`src/rtl/ahb_apb_bridge.sv`:
```
// AHB-Lite slave to APB master bridge with a PREADY timeout that reports AHB ERROR.
// Latency: each accepted transfer runs SETUP then ACCESS, so at least one AHB wait state.
// Backpressure: HREADYOUT stays low through SETUP and ACCESS until PREADY, or until the timeout.
module ahb_apb_bridge #(
    parameter int ADDR_W  = 32,
    parameter int TIMEOUT = 16,
    parameter int CNT_W   = 5
) (
    input  logic              PCLK,
    input  logic              PRESETn,
    input  logic              HSEL,
    input  logic [ADDR_W-1:0] HADDR,
    input  logic [1:0]        HTRANS,
    input  logic              HWRITE,
    input  logic [31:0]       HWDATA,
    input  logic              HREADY,
    output logic              HREADYOUT,
    output logic [31:0]       HRDATA,
    output logic              HRESP,
    output logic [ADDR_W-1:0] PADDR,
    output logic              PSEL,
    output logic              PENABLE,
    output logic              PWRITE,
    output logic [31:0]       PWDATA,
    input  logic              PREADY,
    input  logic [31:0]       PRDATA
);
    typedef enum logic [2:0] {
        ST_IDLE,
        ST_SETUP,
        ST_ACCESS,
        ST_ERR1,
        ST_ERR2
    } state_t;

    localparam logic [CNT_W-1:0] CNT_LAST = CNT_W'(TIMEOUT - 1);
    localparam bit               TO_EN    = (TIMEOUT != 0);

    state_t           state;
    logic [CNT_W-1:0] cnt;
    logic             accept;
    logic             launch;
    logic             timed_out;

    assign accept    = HSEL & HREADY & ((HTRANS == 2'b10) | (HTRANS == 2'b11));
    // A new transfer can start only where the bridge is itself signalling ready.
    assign launch    = accept & HREADYOUT;
    assign timed_out = TO_EN & (cnt == CNT_LAST);

    always_ff @(posedge PCLK or negedge PRESETn) begin
        if (!PRESETn) begin
            state   <= ST_IDLE;
            PSEL    <= 1'b0;
            PENABLE <= 1'b0;
            PADDR   <= '0;
            PWRITE  <= 1'b0;
            cnt     <= '0;
        end else if (launch) begin
            state   <= ST_SETUP;
            PSEL    <= 1'b1;
            PENABLE <= 1'b0;
            PADDR   <= HADDR;
            PWRITE  <= HWRITE;
        end else begin
            case (state)
                ST_SETUP: begin
                    state   <= ST_ACCESS;
                    PENABLE <= 1'b1;
                    cnt     <= '0;
                end
                ST_ACCESS: begin
                    if (PREADY) begin
                        state   <= ST_IDLE;
                        PSEL    <= 1'b0;
                        PENABLE <= 1'b0;
                    end else begin
                        cnt <= cnt + CNT_W'(1);
                        if (timed_out) begin
                            state   <= ST_ERR1;
                            PSEL    <= 1'b0;
                            PENABLE <= 1'b0;
                        end
                    end
                end
                ST_ERR1: state <= ST_ERR2;
                ST_ERR2: state <= ST_IDLE;
                default: state <= ST_IDLE;
            endcase
        end
    end

    always_comb begin
        HREADYOUT = 1'b0;
        case (state)
            ST_IDLE:   HREADYOUT = 1'b1;
            ST_ERR2:   HREADYOUT = 1'b1;
            ST_ACCESS: HREADYOUT = PREADY;
            default:   HREADYOUT = 1'b0;
        endcase
    end

    assign HRESP  = (state == ST_ERR1) | (state == ST_ERR2);
    assign HRDATA = ((state == ST_ACCESS) && PREADY && !PWRITE) ? PRDATA : 32'h0;
    // HWDATA is held by the master while HREADYOUT is low, so it can feed APB directly.
    assign PWDATA = HWDATA;
endmodule

```
`config.mk`:
```
export PLATFORM = sky130hd
export DESIGN_NAME = ahb_apb_bridge
export DESIGN_NICKNAME = d
export VERILOG_FILES = /design/src/rtl/ahb_apb_bridge.sv
export SDC_FILE = /design/constraint.sdc
export NUM_CORES = 1
export LEC_CHECK = 0
export ABC_AREA = 1
export BUFFER_PORTS_ARGS = -buffer_cell sky130_fd_sc_hd__buf_4
export CAP_MARGIN = 20
export CORE_MARGIN = 2
export CORE_UTILIZATION = 35
export DETAILED_ROUTE_END_ITERATION = 8
export PLACE_DENSITY = 0.74
export SLEW_MARGIN = 20
export SYNTH_ARGS = -nofsm -noshare
export SYNTH_HDL_FRONTEND = slang
export SYNTH_SLANG_ARGS = --single-unit
```
`constraint.sdc`:
```
create_clock -name PCLK -period 2 [get_ports PCLK]
set_clock_uncertainty 0.2 [all_clocks]
set_input_delay 0.2 -clock PCLK [delete_from_list [all_inputs] [get_ports PCLK]]
set_output_delay 0.2 -clock PCLK [all_outputs]
set_load 0.03 [all_outputs]
```
==> impl_results.md, run 1 <==
- Pre-CTS worst setup slack: around 0.14 ns
- Nets: approximately 570
- Setup Crit Path Kind: flop to output pin
- Effective utilization at floorplan: between 30% and 40%
- Die width: between 80 and 90 um
- Hold Path Class: input port to flop
- Worst reg2reg path startpoint: state[0]
- Minimum setup slack among reg-to-reg paths: about 0.20 ns
- Failing checks: negative setup slack
- Drt first-iter violations: 47
- Post-layout min period: roughly 2.1 ns
- FP Rows: 29
- Final clock period utilization by the worst path: 104%
- Via count of the first global-routing pass: 2515
- Static power due to leakage: 2.20 nW
- End of the worst register-to-register path: PADDR[30]
- Overall Global Routing Usage: roughly 21%
- Mean instance size in the synthesized netlist: between 7 and 8 um^2
- Critical path buffer and inverter count: 2
- Total power divided by cell area: ~950 nW/um^2
- DP Wirelength: about 5.6 mm
- Cts bufs inserted: 5
- Data required, critical path: ~1.6 ns
- Final weighted congestion in routability-driven placement: 0.817
- Worst setup EP type: output pin
- Fmax: 480 MHz
- Hold Violations, Final: 0
- Routed WL: ~8 mm
- Master cell of the clock root buffer: sky130_fd_sc_hd__clkbuf_8
- Path length in cells of the critical path: 6
- DRC violations left: 0
- Critical-path cell list: nor2_2 -> nand3_2 -> or2_4 -> buf_12 -> nor2_1 -> buf_4
- Total of warnings raised by yosys: 0
- Detailed-route vias per instance: 4.56
- Instance area at placement: 3240 um^2
- Initial antenna violation count: 0
- Total inserted antenna cells: 0
- Actual slew at the worst max-slew pin: 0.547 ns
- Inst Count DP: 486
- Max Fanout on Critical Path: 26
- DIE AREA: approximately 7400 um^2
- Number of clock sinks seen by CTS: 43
- Core region area: roughly 6400 um^2
- Data arrival at the endpoint of the critical path: about 1.7 ns
- Area grow syn2layout: 61.5%
- Result of the run: finished, violations left
- Critical path's top delay family: simple AND/OR/NAND/NOR gates
- Max-capacitance violation count: 0
- Sort of element at the start of the critical path: flop
- Post-synth design cell area: ~2400 um^2
- Length of the first detailed-routing pass in iterations: 4
- Utilization of the core after routing: 59.4%
- Final Instance Count excl. Fillers: around 540
- Rel. slew slack: a little under two thirds
- Launch point of the worst path: state[2]
- CP peak stage delay: approximately 0.40 ns
- Detail Route Antenna Nets: 0
- RSZ-0062 raised after global routing: yes
- Wire length of the first global-routing pass: roughly 12 mm
- IR drop worst, VDD: 0.843 mV
- TritonCTS clock tree: built
- Final worst slack: -0.0823 ns
- Largest net degree at the start of global routing: 44
- Crit path capture: HRDATA[20]
- Worst reg-to-reg path cell count: 7
- DIE HEIGHT: around 86 um
- Number of buffers added on ports: approximately 140
- Cell count after synthesis: 310
- Synthesized Nets: between 400 and 500
- Remaining global-route overflow: 0
- Number of setup violations in the final report: 31
- Register clock-pin slew on the reported worst setup and hold paths: 0.08 ns
- CTS H-Tree Depth: 2
- PnR Total Power: 3.63 mW
- Boundary pin count: ~210
- Maximum count of clock buffers along a single path: 2
- Final standard cell area without fillers: approximately 3800 um^2
- Proportion of layout cells with a drive suffix above 1: around 39%
- Proportion of synthesized chip area in sequential cells: a little under half
- Clock Latency Late Sink: about 0.30 ns
- Routed len/inst: approximately 15 um
- Total via count in the routed design: between 2000 and 2500
- Count of cell types in the netlist: 20
- Highest-delay cell along the critical path: sky130_fd_sc_hd__dfrtp_1
- Max-slew violations: 0
- Post-synthesis sequential element count: 43
==> metrics by stage <==
step / hold WS [ns] / TNS, ns
6_report: 0.0445 / -1.26
5_1_grt: 0.0842 / -4.06
4_1_cts: 0.0297 / -1.68
3_5_place_dp: 0.0262 / 0
3_3_place_gp: 0.0239 / 0
2_1_floorplan: -0.296 / 0
==> worst register-to-register path, delay by kind of cell (launching register included) <==
family	cells	cell delay, ns
buf+inv	2	0.38
flops	1	0.40
simple gates	5	0.73
==> sequential cells by signal (all words and copies together) (netlist names) <==
signal,cells
cnt,5
PWRITE,1
PADDR,32
PSEL,1
state,3
PENABLE,1
==> where the power goes <==
part	internal (mW)	switching [mW]	total, mW
combinational	0.693	1.07	1.76
clock	0.272	0.304	0.575
sequential	1.12	0.169	1.29
==> kinds of logic after synthesis <==
group | Yosys count | share of synthesized area (%)
adder cells (fa/ha/maj) | 2 | 1.06
buffers and inverters | 87 | 20.6
flip-flops | 43 | 45.5
AND/OR/NAND/NOR | 174 | 31.9
AO/OA/AOI/OAI | 4 | 0.900
==> repair_timing <==
item                       CTS  global route
setup endpoints to repair   32            35
hold endpoints to repair    76             0
hold buffers                34             0
resized for setup           15             8
pin swaps                    2             2
setup buffers                8             1
cloned                       0             0
==> cell usage after synthesis <==
master	n	area, um^2
sky130_fd_sc_hd__inv_1	41	154
sky130_fd_sc_hd__clkbuf_1	2	7.51
sky130_fd_sc_hd__buf_6	4	45.0
sky130_fd_sc_hd__or2_1	2	12.5
sky130_fd_sc_hd__nand4_1	1	6.26
sky130_fd_sc_hd__and3_1	1	6.26
sky130_fd_sc_hd__nand2_1	92	345
sky130_fd_sc_hd__o21ai_0	3	15.0
sky130_fd_sc_hd__buf_4	32	240
sky130_fd_sc_hd__ha_1	2	25.0
sky130_fd_sc_hd__nor3_1	1	5.00
sky130_fd_sc_hd__buf_2	8	40.0
sky130_fd_sc_hd__nor2_2	10	62.6
sky130_fd_sc_hd__nor2_1	26	97.6
sky130_fd_sc_hd__o22ai_1	1	6.26
sky130_fd_sc_hd__dfrtp_1	43	1080
sky130_fd_sc_hd__nand3_1	37	185
sky130_fd_sc_hd__nand2_2	2	12.5
sky130_fd_sc_hd__nand3_2	1	10.0
sky130_fd_sc_hd__nor2_4	1	11.3
==> worst min path at each step <==
stage,start,end,slack (ns),cells after the start
floorplan,PRESETn,PADDR[0],-0.30,0
global placement,PRESETn,PADDR[24],0.02,1
detailed placement,PRESETn,PADDR[24],0.03,1
CTS,PREADY,state[0],0.03,5
global route,PREADY,state[0],0.08,5
finish,PREADY,state[0],0.04,5
==> routing by layer <==
layer	wire length, um	part of all wire [%]	vias up	GRT usage, %
li1	-	-	1192	-
met1	2880	36	1102	22.1
met2	4160	52	142	39.1
met3	836	10	8	6.76
met4	93	1.2	0	5.26
met5	0	0	-	0
==> cell type report <==
class / instances / area, um^2
clock inverters: 1 / 5.00
clock buffers: 6 / 82.6
repair buffers: 188 / 1580
multi-input cells: 180 / 826
fillers: 556 / 2610
well taps: 77 / 96.3
flip-flops and latches: 43 / 1080
inverters: 41 / 154
==> cells in the final DEF (no fill, tap or decap) <==
| cell type | netlist | layout |
|---|---|---|
| sky130_fd_sc_hd__buf_4 | 32 | 137 |
| sky130_fd_sc_hd__nand3_2 | 1 | 1 |
| sky130_fd_sc_hd__and3_1 | 1 | 1 |
| sky130_fd_sc_hd__clkinv_2 | 0 | 1 |
| sky130_fd_sc_hd__nand2_1 | 92 | 91 |
| sky130_fd_sc_hd__ha_1 | 2 | 2 |
| sky130_fd_sc_hd__or2_4 | 0 | 1 |
| sky130_fd_sc_hd__clkbuf_8 | 0 | 6 |
| sky130_fd_sc_hd__nor2_1 | 26 | 22 |
| sky130_fd_sc_hd__dlygate4sd3_1 | 0 | 34 |
| sky130_fd_sc_hd__nand2_2 | 2 | 3 |
| sky130_fd_sc_hd__inv_1 | 41 | 41 |
| sky130_fd_sc_hd__nand4_1 | 1 | 1 |
| sky130_fd_sc_hd__nand3_1 | 37 | 37 |
| sky130_fd_sc_hd__o21ai_0 | 3 | 3 |
| sky130_fd_sc_hd__or2_1 | 2 | 1 |
| sky130_fd_sc_hd__o22ai_1 | 1 | 1 |
| sky130_fd_sc_hd__buf_12 | 0 | 2 |
| sky130_fd_sc_hd__dfrtp_1 | 43 | 43 |
| sky130_fd_sc_hd__nor2_2 | 10 | 12 |
| sky130_fd_sc_hd__nor2_4 | 1 | 3 |
| sky130_fd_sc_hd__nor3_1 | 1 | 1 |
| sky130_fd_sc_hd__buf_6 | 4 | 15 |
Power figures use the tool's default switching activity.
==> run 2: changes to the inputs <==
Settings changed: CORE_UTILIZATION 35 to 30, PLACE_DENSITY 0.74 to 0.65.
==> impl_results.md, run 2 (synthesis results as in run 1) <==
- Most common cell after layout, fill and taps aside: sky130_fd_sc_hd__buf_4 (unchanged)
- Data arrival at the endpoint of the critical path: 1.65 ns (was 1.68 ns)
- Number of clock sinks seen by CTS: 43 (unchanged)
- Length of the first detailed-routing pass in iterations: 4 (unchanged)
- Detailed-route vias per instance: 4.38 (was 4.56)
- Clock Latency Late Sink: 0.29 ns (was 0.30 ns)
- Total via count in the routed design: 2437 (was 2444)
- Final clock period utilization by the worst path: 102% (was 104%)
- Final worst slack: -0.0488 ns (was -0.0823 ns)
- Hold Slack: 0.0685 ns (was 0.0445 ns)
- Commonest cells after routing, fill and taps aside: 124 x sky130_fd_sc_hd__buf_4, 92 x sky130_fd_sc_hd__nand2_1, 43 x sky130_fd_sc_hd__dfrtp_1 (was 137 x sky130_fd_sc_hd__buf_4, 91 x sky130_fd_sc_hd__nand2_1, 43 x sky130_fd_sc_hd__dfrtp_1)
- Cts bufs inserted: 5 (unchanged)
- Setup Total Neg Slack: -0.230 ns (was -1.26 ns)
- Largest register by flop count: PADDR (unchanged)
- Boundary pin count: 205 (unchanged)
- Post-layout min period: 2.05 ns (was 2.08 ns)
- Proportion of layout cells with a drive suffix above 1: 39.6% (was 39.4%)
- Maximum count of clock buffers along a single path: 2 (unchanged)
- Master cell of the clock root buffer: sky130_fd_sc_hd__clkbuf_8 (unchanged)
- Core region area: 7690 um^2 (was 6420 um^2)
- Nets: 559 (was 565)
- RSZ-0062 raised after global routing: yes (unchanged)
- Hold Violations, Final: 0 (unchanged)
- Number of buffers added on ports: 139 (unchanged)
- Result of the run: finished, violations left (unchanged)
- Drt first-iter violations: 57 (was 47)
- Sort of element at the start of the critical path: flop (unchanged)
- Routed WL: 7.78 mm (was 7.97 mm)
- Actual slew at the worst max-slew pin: 0.542 ns (was 0.547 ns)
- CTS H-Tree Depth: 2 (unchanged)
- Setup Crit Path Kind: flop to output pin (unchanged)
- FP Rows: 32 (was 29)
- Data required, critical path: 1.60 ns (about the same)
- Failing checks: negative setup slack (unchanged)
- Largest registers: PADDR x32, cnt x5, state x3 (unchanged)
- IR drop worst, VDD: 0.660 mV (was 0.843 mV)
- Area grow syn2layout: 64.6% (was 61.5%)
- Remaining global-route overflow: 0 (unchanged)
- Hold Path Class: input port to flop (unchanged)
- Overall Global Routing Usage: 16.9% (was 20.7%)
- Number of flip-flops in the largest register: 32 (unchanged)
- Register clock-pin slew on the reported worst setup and hold paths: 0.08 ns (about the same)
- Effective utilization at floorplan: 30.7% (was 36.8%)
- Max-capacitance violation count: 0 (unchanged)
- Fmax: 488 MHz (was 480 MHz)
- Die width: 92.8 um (was 86.2 um)
- Routed len/inst: 14.0 um (was 14.9 um)
- Total power divided by cell area: 939 nW/um^2 (was 951 nW/um^2)
- Via count of the first global-routing pass: 2390 (was 2515)
- Total inserted antenna cells: 0 (unchanged)
- DP Wirelength: 5.40 mm (was 5.65 mm)
- Max-slew violations: 0 (unchanged)
- Final standard cell area without fillers: 3890 um^2 (was 3820 um^2)
- Worst setup EP type: output pin (unchanged)
- Number of setup violations in the final report: 18 (was 31)
- TritonCTS clock tree: built (unchanged)
- Instance area at placement: 3270 um^2 (was 3240 um^2)
- Rel. slew slack: 63.8% (was 63.5%)
- DIE HEIGHT: 92.8 um (was 86.2 um)
- Static power due to leakage: 2.20 nW (about the same)
- Largest net degree at the start of global routing: 44 (unchanged)
- Wire length of the first global-routing pass: 11.6 mm (was 12.1 mm)
- Max Fanout on Critical Path: 16 (was 26)
- Detail Route Antenna Nets: 0 (unchanged)
- DRC violations left: 0 (unchanged)
- Initial antenna violation count: 0 (unchanged)
- Final weighted congestion in routability-driven placement: 0.812 (was 0.817)
- DIE AREA: 8600 um^2 (was 7430 um^2)
run 2: cell count changes in the layout (fill, tap and decap cells not counted), moves of 2 or more:
cell,previous run,this run
sky130_fd_sc_hd__buf_4,137,124
sky130_fd_sc_hd__nor2_2,12,18
sky130_fd_sc_hd__nor2_1,22,17
sky130_fd_sc_hd__buf_6,15,19
sky130_fd_sc_hd__nand2_2,3,1
run 2: area by class of cell:
class	instances	area, um^2
Clock buffer	6	82.6
Clock inverter	2	16.3
Fill cell	738	3800
Inverter	41	154
Multi-Input combinational cell	180	836
Sequential cell	43	1080
Tap cell	102	128
Timing Repair Buffer	182	1600
run 2: final timing paths:
kind / endpoint / slack, ns / from / cells past startpoint
worst max-delay path: HRDATA[0] / -0.05 / state[0] / 6
worst min-delay path: state[0] / 0.07 / PREADY / 5
worst max register to register: PADDR[12] / 0.23 / state[0] / 7
worst min register to register: PADDR[16] / 0.28 / PADDR[16] / 2
max in group asynchronous: cnt[0] / 1.00 / PRESETn / 2
min in group asynchronous: PADDR[8] / 0.22 / PRESETn / 2
run 2: worst max-delay path, stage by stage (launching register included):
cell	delay, ns
sky130_fd_sc_hd__dfrtp_1	0.39
sky130_fd_sc_hd__nor2_2	0.14
sky130_fd_sc_hd__nand3_2	0.08
sky130_fd_sc_hd__or2_4	0.28
sky130_fd_sc_hd__buf_12	0.16
sky130_fd_sc_hd__nor2_1	0.12
sky130_fd_sc_hd__buf_4	0.18
run 2: routing by layer:
layer  track usage (%)  routed length, um  up-vias
met4              3.43                 45        0
met5                 0                  0        -
li1                  -                  -     1184
met3              5.61                727        4
met1              18.5               2830     1121
met2              31.5               4180      128
run 2: metrics by stage:
step                      worst slack, ns  total power [mW]  util, %  instances
after floorplan                     0.104              2.35        -        310
after global placement              0.231              2.91     42.5        509
after detailed placement            0.190              2.94     42.5        509
after CTS                         -0.0250              3.64     49.6        555
after global routing               -0.110              3.88     50.6        556
final                             -0.0488              3.65     50.6        556
run 2: timing repair:
item,in CTS,in global routing
hold endpoints to repair,76,0
gates resized for setup,17,15
pin swaps,1,0
setup buffers,3,0
gates cloned,1,1
setup endpoints to repair,32,33
hold buffers,34,0
run 2: report_power, final:
| part | switching [mW] | leakage, nW | total (mW) | internal [mW] |
|---|---|---|---|---|
| clock network | 0.304 | 0.0474 | 0.586 | 0.282 |
| logic | 1.07 | 1.61 | 1.78 | 0.715 |
| registers | 0.163 | 0.545 | 1.29 | 1.12 |
==> run 3: changes to the inputs <==
Settings changed: GPL_TIMING_DRIVEN set to 0, HOLD_SLACK_MARGIN set to 0.15.
==> impl_results.md, run 3 (synthesis results as in run 1) <==
- Most common cell after layout, fill and taps aside: sky130_fd_sc_hd__buf_4 (unchanged)
- DIE HEIGHT: 92.8 um (unchanged)
- DIE AREA: 8600 um^2 (unchanged)
- Number of setup violations in the final report: 30 (was 18)
- Critical-path cell list: nor2_4 -> nand3_2 -> or2_1 -> buf_6 -> buf_6 -> nor2_2 -> buf_6 (was nor2_2 -> nand3_2 -> or2_4 -> buf_12 -> nor2_1 -> buf_4)
- Highest-delay cell along the critical path: sky130_fd_sc_hd__dfrtp_1 (unchanged)
- Utilization of the core after routing: 58.3% (was 50.6%)
- Effective utilization at floorplan: 30.7% (unchanged)
- Number of clock sinks seen by CTS: 43 (unchanged)
- Register clock-pin slew on the reported worst setup and hold paths: 0.08 ns (about the same)
- RSZ-0062 raised after global routing: yes (unchanged)
- Static power due to leakage: 2.53 nW (was 2.20 nW)
- Remaining global-route overflow: 0 (unchanged)
- PnR Total Power: 3.81 mW (was 3.65 mW)
- Hold Path Class: input port to asynchronous set/reset pin (was input port to flop)
- Clock Latency Late Sink: 0.29 ns (about the same)
- Final weighted congestion in routability-driven placement: 0.818 (was 0.812)
- Total inserted antenna cells: 0 (unchanged)
- Final clock period utilization by the worst path: 104% (was 102%)
- Actual slew at the worst max-slew pin: 0.539 ns (was 0.542 ns)
- Wire length of the first global-routing pass: 12.7 mm (was 11.6 mm)
- Critical path's top delay family: simple AND/OR/NAND/NOR gates (unchanged)
- Length of the first detailed-routing pass in iterations: 4 (unchanged)
- Max-slew violations: 0 (unchanged)
- End of the worst register-to-register path: PADDR[6] (was PADDR[12])
- Routed len/inst: 12.7 um (was 14.0 um)
- Number of flip-flops in the largest register: 32 (unchanged)
- Critical path buffer and inverter count: 3 (was 2)
- Core region area: 7690 um^2 (unchanged)
- Setup Total Neg Slack: -1.99 ns (was -0.230 ns)
- Largest net degree at the start of global routing: 44 (unchanged)
- Area grow syn2layout: 89.6% (was 64.6%)
- Initial antenna violation count: 0 (unchanged)
- Data required, critical path: 1.60 ns (about the same)
- Failing checks: negative setup slack (unchanged)
- Hold Violations, Final: 0 (unchanged)
- Sort of element at the start of the critical path: flop (unchanged)
- FP Rows: 32 (unchanged)
- Die width: 92.8 um (unchanged)
- Fillcell total: 695 (was 738)
- Most used cell along the critical path: sky130_fd_sc_hd__buf_6
- Max Fanout on Critical Path: 10 (was 16)
- DRC violations left: 0 (unchanged)
- Cts bufs inserted: 5 (unchanged)
- Commonest cells after routing, fill and taps aside: 181 x sky130_fd_sc_hd__buf_4, 92 x sky130_fd_sc_hd__nand2_1, 43 x sky130_fd_sc_hd__dfrtp_1 (was 124 x sky130_fd_sc_hd__buf_4, 92 x sky130_fd_sc_hd__nand2_1, 43 x sky130_fd_sc_hd__dfrtp_1)
- Data arrival at the endpoint of the critical path: 1.69 ns (was 1.65 ns)
- Via count of the first global-routing pass: 2660 (was 2390)
- Fmax: 480 MHz (was 488 MHz)
- Total via count in the routed design: 2691 (was 2437)
- IR drop worst, VDD: 0.589 mV (was 0.660 mV)
- Worst reg-to-reg path cell count: 8 (was 7)
- Setup Crit Path Kind: flop to output pin (unchanged)
- Post-layout min period: 2.09 ns (was 2.05 ns)
- Result of the run: finished, violations left (unchanged)
- Max-capacitance violation count: 0 (unchanged)
- CP peak stage delay: 0.42 ns (was 0.39 ns)
- Boundary pin count: 205 (unchanged)
- Proportion of layout cells with a drive suffix above 1: 49.1% (was 39.6%)
- Maximum count of clock buffers along a single path: 2 (unchanged)
- Number of buffers added on ports: 171 (was 139)
- Detail Route Antenna Nets: 0 (unchanged)
- Nets: 635 (was 559)
- Detailed-route vias per instance: 4.26 (was 4.38)
- Final worst slack: -0.0855 ns (was -0.0488 ns)
- TritonCTS clock tree: built (unchanged)
- Minimum setup slack among reg-to-reg paths: 0.16 ns (was 0.23 ns)
- Largest registers: PADDR x32, cnt x5, state x3 (unchanged)
- Overall Global Routing Usage: 18.2% (was 16.9%)
- Total power divided by cell area: 850 nW/um^2 (was 939 nW/um^2)
- CTS H-Tree Depth: 2 (unchanged)
- Worst setup EP type: output pin (unchanged)
- Largest register by flop count: PADDR (unchanged)
- Drt first-iter violations: 94 (was 57)
- Worst reg2reg path startpoint: state[0] (unchanged)
- Routed WL: 8.00 mm (was 7.78 mm)
- Rel. slew slack: 64.1% (was 63.8%)
- Master cell of the clock root buffer: sky130_fd_sc_hd__clkbuf_8 (unchanged)
- DP Wirelength: 6.00 mm (was 5.40 mm)
run 3: worst register-to-register path: stages, from the launching register on:
cell and delay (ns):
sky130_fd_sc_hd__dfrtp_1 0.42, sky130_fd_sc_hd__buf_4 0.15, sky130_fd_sc_hd__or2_1 0.27, sky130_fd_sc_hd__nand2_4 0.10, sky130_fd_sc_hd__buf_12 0.12, sky130_fd_sc_hd__nand2_2 0.12, sky130_fd_sc_hd__buf_2 0.23, sky130_fd_sc_hd__nand2_1 0.08
sky130_fd_sc_hd__nand2_1 0.05
run 3: what timing repair did:
| item | 4_1_cts | 5_1_grt |
|---|---|---|
| endpoints found under the setup margin | 33 | 33 |
| setup buffers | 4 | 2 |
| endpoints found under the hold margin | 80 | 0 |
| pin swaps | 3 | 2 |
| cloned | 0 | 0 |
| hold buffers | 35 | 0 |
| gates resized for setup | 45 | 14 |
run 3: metrics by stage:
step                      hold slack (ns)  instance area (um^2)  std cells  setup slack, ns
after floorplan                    -0.296                  2360        310            0.104
after global placement             0.0283                  3770        583            0.153
after detailed placement           0.0289                  3770        583           0.0977
after CTS                           0.233                  4400        629           -0.108
after global routing                0.294                  4480        631           -0.157
final                               0.250                  4480        631          -0.0855
run 3: worst max-delay path by stage:
stage                   from          to  slack, ns  depth (start not counted)
global route        state[0]   HRDATA[9]      -0.16                          7
floorplan           state[0]  HRDATA[11]       0.10                          6
finish              state[0]   HRDATA[3]      -0.09                          7
detailed placement  state[0]  HRDATA[24]        0.1                          7
global placement    state[0]  HRDATA[18]       0.15                          7
CTS                 state[0]  HRDATA[17]      -0.11                          7
run 3: layout make-up:
type / count / area, um^2 / area share, %
well taps: 102 / 128 / 2.85
plain buffers: 46 / 343 / 7.65
clock inverters: 1 / 5.00 / 0.112
multi-input cells: 180 / 901 / 20.1
inverters: 41 / 154 / 3.43
repair buffers: 212 / 1790 / 40.0
flip-flops and latches: 43 / 1080 / 24.0
clock buffers: 6 / 82.6 / 1.84
run 3: power breakdown:
part           internal (mW)  switching, mW  total [mW]
Sequential              1.12          0.168        1.29
Combinational          0.799           1.16        1.96
Clock                  0.271          0.285       0.556
run 3: routing by layer:
metal	wire length [um]	up-vias	track usage, %	part of all wire (%)
met3	742	9	5.04	9.3
met5	0	-	0	0
met4	98	0	5.27	1.2
li1	-	1339	-	-
met2	4290	124	34.2	54
met1	2860	1219	19.8	36
